**config.mk**
```make
export PLATFORM = sky130hd
export DESIGN_NAME = dll_lock_ctrl
export DESIGN_NICKNAME = d
export VERILOG_FILES = /design/src/rtl/dll_pkg.sv /design/src/rtl/dll_win_cnt.sv /design/src/rtl/dll_lock_ctrl.sv
export SDC_FILE = /design/constraint.sdc
export NUM_CORES = 1
export LEC_CHECK = 0
export CAP_MARGIN = 10
export CELL_PAD_IN_SITES_DETAIL_PLACEMENT = 1
export CELL_PAD_IN_SITES_GLOBAL_PLACEMENT = 1
export CORE_ASPECT_RATIO = 0.7
export CORE_MARGIN = 8
export CORE_UTILIZATION = 48
export DETAILED_ROUTE_END_ITERATION = 7
export GPL_ROUTABILITY_DRIVEN = 1
export PLACE_DENSITY = 0.93
export SYNTH_ARGS = -nofsm -noshare
export SYNTH_HDL_FRONTEND = slang
export SYNTH_HIERARCHICAL = 1
export SYNTH_SLANG_ARGS = --single-unit
```
**constraint.sdc**
```tcl
create_clock -name clk_ext -period 6.7 [get_ports clk_ext]
set_input_delay 1.34 -clock clk_ext [delete_from_list [all_inputs] [get_ports clk_ext]]
set_output_delay 1.34 -clock clk_ext [all_outputs]
set_load 0.02 [all_outputs]
```
**src/rtl/dll_pkg.sv**
```systemverilog
// Shared types and defaults for the FMDLL lock sequencer and its window counter.
package dll_pkg;

    localparam int QW_DEF       = 10;
    localparam int MW_DEF       = 2;
    localparam int NW_DEF       = 4;
    localparam int LOCK_CNT_DEF = 4;
    localparam int PRST_CYC     = 2;

    typedef enum logic [1:0] {
        IDLE  = 2'd0,
        PRST  = 2'd1,
        SAR   = 2'd2,
        TRACK = 2'd3
    } dll_state_t;

endpackage

```
**src/rtl/dll_win_cnt.sv**
```systemverilog
// Nested M/N window counter. Lengths are shadowed whenever the count (re)starts at (1,1);
// wrap is high during the cycle whose edge returns the counters from (M,N) to (1,1).
module dll_win_cnt #(
    parameter int MW = 2,
    parameter int NW = 4
) (
    input  logic          clk_ext,
    input  logic          rst,
    input  logic          clr,
    input  logic          run,
    input  logic [MW-1:0] m_len,
    input  logic [NW-1:0] n_len,
    output logic [MW-1:0] m_cnt,
    output logic [NW-1:0] n_cnt,
    output logic          wrap
);

    logic [MW-1:0] m_cnt_reg;
    logic [MW-1:0] m_sh_reg;
    logic [NW-1:0] n_cnt_reg;
    logic [NW-1:0] n_sh_reg;
    logic [MW-1:0] m_eff;
    logic [NW-1:0] n_eff;
    logic          started;
    logic          n_end;
    logic          at_end;

    // A zero length behaves as a one-cycle window dimension.
    assign m_eff   = (m_len == '0) ? MW'(1) : m_len;
    assign n_eff   = (n_len == '0) ? NW'(1) : n_len;
    assign started = (n_cnt_reg != '0);
    assign n_end   = started && (n_cnt_reg == n_sh_reg);
    assign at_end  = n_end && (m_cnt_reg == m_sh_reg);
    assign wrap    = run && at_end;

    always_ff @(posedge clk_ext or posedge rst) begin
        if (rst) begin
            m_cnt_reg <= '0;
            n_cnt_reg <= '0;
            m_sh_reg  <= '0;
            n_sh_reg  <= '0;
        end else if (clr) begin
            m_cnt_reg <= '0;
            n_cnt_reg <= '0;
        end else if (run) begin
            if (!started || at_end) begin
                m_cnt_reg <= MW'(1);
                n_cnt_reg <= NW'(1);
                m_sh_reg  <= m_eff;
                n_sh_reg  <= n_eff;
            end else if (n_end) begin
                n_cnt_reg <= NW'(1);
                m_cnt_reg <= m_cnt_reg + 1'b1;
            end else begin
                n_cnt_reg <= n_cnt_reg + 1'b1;
            end
        end
    end

    assign m_cnt = m_cnt_reg;
    assign n_cnt = n_cnt_reg;

endmodule

```
**src/rtl/dll_lock_ctrl.sv**
```systemverilog
// FMDLL lock sequencer: PD reset, SAR search then +/-1 tracking of the delay code,
// and a lock flag driven by direction alternations in tracking.
module dll_lock_ctrl
    import dll_pkg::*;
#(
    parameter int QW       = QW_DEF,
    parameter int MW       = MW_DEF,
    parameter int NW       = NW_DEF,
    parameter int LOCK_CNT = LOCK_CNT_DEF
) (
    input  logic          clk_ext,
    input  logic          Reset_DLL,
    input  logic          en,
    input  logic [MW-1:0] M,
    input  logic [NW-1:0] N,
    input  logic          COMP,
    output logic [MW-1:0] M_counter,
    output logic [NW-1:0] N_counter,
    output logic          Reset_PD,
    output logic [QW-1:0] Q,
    output logic [QW-1:0] Q_next,
    output logic          locked
);

    localparam int BW = $clog2(QW);
    localparam int AW = $clog2(LOCK_CNT + 1);
    localparam int PW = $clog2(PRST_CYC + 1);
    localparam logic [QW-1:0] Q_MAX = '1;

    dll_state_t    state_reg, state_next;
    logic [PW-1:0] prst_reg, prst_next;
    logic [BW-1:0] b_reg, b_next;
    logic [QW-1:0] q_reg, q_next;
    logic [QW-1:0] qn_reg, qn_next;
    logic [AW-1:0] alt_reg, alt_next;
    logic [AW-1:0] same_reg, same_next;
    logic          dir_reg, dir_next;
    logic          dir_vld_reg, dir_vld_next;
    logic          locked_reg, locked_next;
    logic          rpd_reg, rpd_next;
    logic          dec_pend_reg;

    logic          win_run;
    logic          win_wrap;
    logic          decide;
    logic [QW-1:0] q_upd;
    logic [QW-1:0] sar_bit;

    function automatic logic [QW-1:0] sat_inc(input logic [QW-1:0] v);
        return (v == Q_MAX) ? v : v + 1'b1;
    endfunction

    function automatic logic [QW-1:0] sat_dec(input logic [QW-1:0] v);
        return (v == '0) ? v : v - 1'b1;
    endfunction

    // One-hot mask of the next SAR bit (b-1).
    genvar gi;
    generate
        for (gi = 0; gi < QW; gi++) begin : g_sar_bit
            assign sar_bit[gi] = (b_reg == BW'(gi + 1));
        end
    endgenerate

    assign win_run = (state_next == SAR) || (state_next == TRACK);
    assign decide  = dec_pend_reg && en && ((state_reg == SAR) || (state_reg == TRACK));

    dll_win_cnt #(
        .MW(MW),
        .NW(NW)
    ) u_win_cnt (
        .clk_ext (clk_ext),
        .rst     (Reset_DLL),
        .clr     (!win_run),
        .run     (win_run),
        .m_len   (M),
        .n_len   (N),
        .m_cnt   (M_counter),
        .n_cnt   (N_counter),
        .wrap    (win_wrap)
    );

    always_comb begin
        state_next   = state_reg;
        prst_next    = prst_reg;
        b_next       = b_reg;
        q_next       = q_reg;
        qn_next      = qn_reg;
        alt_next     = alt_reg;
        same_next    = same_reg;
        dir_next     = dir_reg;
        dir_vld_next = dir_vld_reg;
        locked_next  = locked_reg;
        q_upd        = q_reg;

        if (!en) begin
            // Disable always wins, even over a pending decision.
            state_next   = IDLE;
            qn_next      = q_reg;
            locked_next  = 1'b0;
            alt_next     = '0;
            same_next    = '0;
            dir_vld_next = 1'b0;
        end else begin
            case (state_reg)
                IDLE: begin
                    state_next = PRST;
                    prst_next  = '0;
                end
                PRST: begin
                    if (prst_reg == PW'(PRST_CYC - 1)) begin
                        state_next = SAR;
                        q_next     = '0;
                        b_next     = BW'(QW - 1);
                        qn_next    = {1'b1, {(QW-1){1'b0}}};
                    end else begin
                        prst_next = prst_reg + 1'b1;
                    end
                end
                SAR: begin
                    if (decide) begin
                        q_upd  = COMP ? qn_reg : q_reg;
                        q_next = q_upd;
                        if (b_reg != '0) begin
                            b_next  = b_reg - 1'b1;
                            qn_next = q_upd | sar_bit;
                        end else begin
                            state_next   = TRACK;
                            qn_next      = sat_inc(q_upd);
                            alt_next     = '0;
                            same_next    = '0;
                            dir_vld_next = 1'b0;
                        end
                    end
                end
                TRACK: begin
                    if (decide) begin
                        q_upd   = COMP ? sat_inc(q_reg) : sat_dec(q_reg);
                        q_next  = q_upd;
                        qn_next = COMP ? sat_inc(q_upd) : sat_dec(q_upd);
                        if (dir_vld_reg && (COMP != dir_reg)) begin
                            alt_next  = (alt_reg == AW'(LOCK_CNT)) ? alt_reg : alt_reg + 1'b1;
                            same_next = AW'(1);
                        end else begin
                            alt_next  = '0;
                            same_next = (!dir_vld_reg) ? AW'(1) :
                                        (same_reg == AW'(LOCK_CNT)) ? same_reg : same_reg + 1'b1;
                        end
                        dir_next     = COMP;
                        dir_vld_next = 1'b1;
                        if (alt_next >= AW'(LOCK_CNT)) begin
                            locked_next = 1'b1;
                        end else if (same_next >= AW'(LOCK_CNT)) begin
                            locked_next = 1'b0;
                        end
                    end
                end
                default: state_next = IDLE;
            endcase
        end

        rpd_next = (state_next == IDLE) || (state_next == PRST);
    end

    always_ff @(posedge clk_ext or posedge Reset_DLL) begin
        if (Reset_DLL) begin
            state_reg    <= IDLE;
            prst_reg     <= '0;
            b_reg        <= BW'(QW - 1);
            q_reg        <= '0;
            qn_reg       <= '0;
            alt_reg      <= '0;
            same_reg     <= '0;
            dir_reg      <= 1'b0;
            dir_vld_reg  <= 1'b0;
            locked_reg   <= 1'b0;
            rpd_reg      <= 1'b1;
            dec_pend_reg <= 1'b0;
        end else begin
            state_reg    <= state_next;
            prst_reg     <= prst_next;
            b_reg        <= b_next;
            q_reg        <= q_next;
            qn_reg       <= qn_next;
            alt_reg      <= alt_next;
            same_reg     <= same_next;
            dir_reg      <= dir_next;
            dir_vld_reg  <= dir_vld_next;
            locked_reg   <= locked_next;
            rpd_reg      <= rpd_next;
            dec_pend_reg <= win_wrap;
        end
    end

    assign Reset_PD = rpd_reg;
    assign Q        = q_reg;
    assign Q_next   = qn_reg;
    assign locked   = locked_reg;

endmodule
```
==> impl_metrics.yaml <==
outcome:
  status: "finished, final reports clean"
placed_design:
  numPortBuffers: 37
  placed_area_um2: 5000
  dp_cells: 703
  preCtsSetupSlack_ns: 1.46
  place_congestion: 0.973
  hpwl_mm: 13.0
global_routing:
  grt_pass1_vias: 4910
  track_usage_pct: 26.7
  overflow: 0
  grt_pass1_wl_mm: 28.0
  antenna_found_initial: 0
  grt_max_degree: 40
floorplan:
  coreArea_um2: 9500
  row_count: 30
  die_w_um: 133
  ios: 38
  fp.dieH_um: 97.8
  start_util_pct: 48.3
  dieArea_um2: 13000
power:
  powerDensity_nw_per_um2: 330
  switching_share_pct: 48.4
  power.total_mw: 1.70
  p_sw_mw: 0.825
  power.sequential.fraction_pct: 29.2
  p_leak_nw: 2.00
  clkPwrFrac_pct: 17.4
  max-vdd-ir-drop_mv: 0.131
  internal_power_mw: 0.878
  p_comb_share_pct: 53.5
layout:
  multi_input_area_um2: 3000
  area_growth_pct: 12.6
  layout_common_cells: "nand2_1 (58), dfrtp_1 (48), o21ai_0 (46)"
  layout_commonest_cell: "nand2_1"
  final_cells: 711
  drive_above_1_share_pct: 8.40
  final_nets: 614
  num_antenna_cells: 0
  fin_area_um2: 5160
  seqCellArea_um2: 1280
  fillerInstances: 1152
  final_util_pct: 54.4
hold_path:
  holdCritStartpoint: "alt_reg[0]$_DFFE_PP0P_"
  min_to: "alt_reg[0]$_DFFE_PP0P_"
  hold_depth: 1
  hold_class: "flop to flop"
timing:
  min_period_over_period_pct: 77.1
  final_max_slew_viol_count: 0
  hold_viol: 0
  worst_pin_slew_ns: 1.15
  fmax_mhz: 194
  finalSetupViolCount: 0
  fin_ws_ns: 1.54
  timing.setup.tns_ns: 0
  fin_skew_ns: 0.00604
  fin_hold_ws_ns: 0.542
  rsz0062_at_grt: "false"
  max_slew_margin_pct: 23.4
  period_needed_ns: 5.16
detailed_routing:
  totalWireLength_mm: 17.5
  first_pass_iters: 6
  wl_per_cell_um: 24.6
  route.detailed.drc: 0
  vias: 4851
  ant_nets: 0
  drt_iter0_markers: 587
  viasPerCell: 6.82
setup_path:
  crit_required_ns: 6.88
  slowest_stage: "clkdlybuf4s50_1"
  ff2ff_path_depth: 12
  crit_chain: "clkdlybuf4s50_1 > buf_4 > mux2i_1 > a2111oi_2 > nand4_1 > and2_1 > nand3_1 > o211ai_1 > o31ai_1 > a221oi_1 > a221o_1"
  critPathMaxFanout: 24
  r2r_end: "Q_next[7]$_DFFE_PP0P_"
  r2r_start: "Q[4]$_DFFE_PP0P_"
  slowest_delay_ns: 0.94
  crit_path_start_kind: "input port"
  r2r_setup_slack_ns: 2.51
  critical_path_class: "input port to flop"
  arrival_ns: 5.35
  worst_setup_path_end_kind: "flop"
cts:
  cts_made_buffers: 5
  htree_levels: 2
  clockRootBuffer: "clkbuf_16"
  cts_setup_buffers: 0
  cts_resized: 0
  clock_sinks: 51
  cts.clk_slew.worst_paths_ns: 0.07
  tritoncts: "done"
  holdBufCountCts: 0
  cts_buffer_depth: 2
  clk_latency_ns: 0.30
synth:
  netlist_area_um2: 4590
  synthArstFlopShare_pct: 100
  yosysUniqueCellTypes: 84
  synth_edf_count: 0
  synth_seq_cells: 51
  syn_nets: 596
  synth_cells: 564
  yosysTopAreaCellShare_pct: 26.2
  synth.avg_cell_area_um2: 8.14
  synth_flop_cell: "dfrtp_1"
  yosysWarnings: 6
  ys_seq_area_share_pct: 27.9
  yosysTopAreaCell: "dfrtp_1"
  yosys-top-cells-area: "dfrtp_1 (26%), ha_1 (6.0%), o21ai_0 (5.0%)"
flow_run:
  cap_violations: 0
## routing by layer
metal  wire length, um  part of all wire, %  vias up  track usage (%)
met1              7610                   44     2372             38.4
li1                  -                    -     2141                -
met5                 0                    0        -                0
met2              7460                   43      304             39.0
met4               283                  1.6        0             4.87
met3              2110                   12       34             7.54
## layout make-up
| type | instances | area share [%] |
|---|---|---|
| clock buffer | 6 | 2.50 |
| clock inverter | 2 | 0.727 |
| sequential | 51 | 24.8 |
| multi-input combinational | 443 | 58.1 |
| tap | 128 | 3.10 |
| timing repair buffer | 43 | 8.04 |
| inverter | 38 | 2.76 |
## worst max-delay path, delay by kind of cell
family / cells / cell delay [ns]
buf+inv: 2 / 1.35
compound gates: 5 / 1.33
simple gates: 3 / 1.10
mux: 1 / 0.21
## logic make-up (layout without fill, tap and decap cells)
family | count (synthesis) | after routing | synth area share, %
XOR/XNOR | 11 | 11 | 2.26
flip-flops | 51 | 51 | 27.9
adder cells (fa/ha/maj) | 22 | 22 | 6.00
buffers and inverters | 70 | 89 | 6.71
AND/OR/NAND/NOR | 206 | 206 | 24.4
multiplexers | 20 | 20 | 4.61
AO/OA/AOI/OAI | 184 | 184 | 28.1
## cells in the mapped netlist (4+ instances only)
| cell type | count |
|---|---|
| a211oi_1 | 6 |
| a21oi_1 | 32 |
| a221oi_1 | 5 |
| a31oi_1 | 12 |
| and2_1 | 11 |
| buf_2 | 11 |
| clkbuf_1 | 15 |
| dfrtp_1 | 48 |
| ha_1 | 22 |
| inv_1 | 37 |
| mux2_2 | 9 |
| mux2i_1 | 11 |
| nand2_1 | 58 |
| nand2b_1 | 7 |
| nand3_1 | 21 |
| nand4_1 | 10 |
| nor2_1 | 27 |
| nor2b_1 | 8 |
| nor3_1 | 20 |
| nor4_1 | 6 |
| o211ai_1 | 6 |
| o21a_1 | 4 |
| o21ai_0 | 46 |
| o221ai_1 | 4 |
| o22ai_1 | 16 |
| o31ai_1 | 5 |
| or3_1 | 5 |
| or4_1 | 4 |
| xnor2_1 | 6 |
| xor2_1 | 4 |
## how the worst max path moves through the flow
stage	start	end	cells past startpoint	slack, ns
2_1_floorplan	COMP	Q_next[7]$_DFFE_PP0P_	14	2.77
3_3_place_gp	COMP	Q_next[6]$_DFFE_PP0P_	11	1.54
3_5_place_dp	COMP	Q_next[6]$_DFFE_PP0P_	11	1.46
4_1_cts	COMP	Q_next[6]$_DFFE_PP0P_	11	1.72
5_1_grt	COMP	Q_next[6]$_DFFE_PP0P_	11	1.34
6_report	COMP	Q_next[6]$_DFFE_PP0P_	11	1.54
## power groups by stage
stage / combinational, mW / clock [mW] / sequential (mW)
floorplan: 0.581 / 0 / 0.472
global placement: 0.841 / 0 / 0.495
detailed placement: 0.872 / 0 / 0.495
CTS: 0.882 / 0.298 / 0.491
global route: 0.966 / 0.310 / 0.502
finish: 0.910 / 0.296 / 0.496
Note: power is estimated with default switching activity, not from simulation.
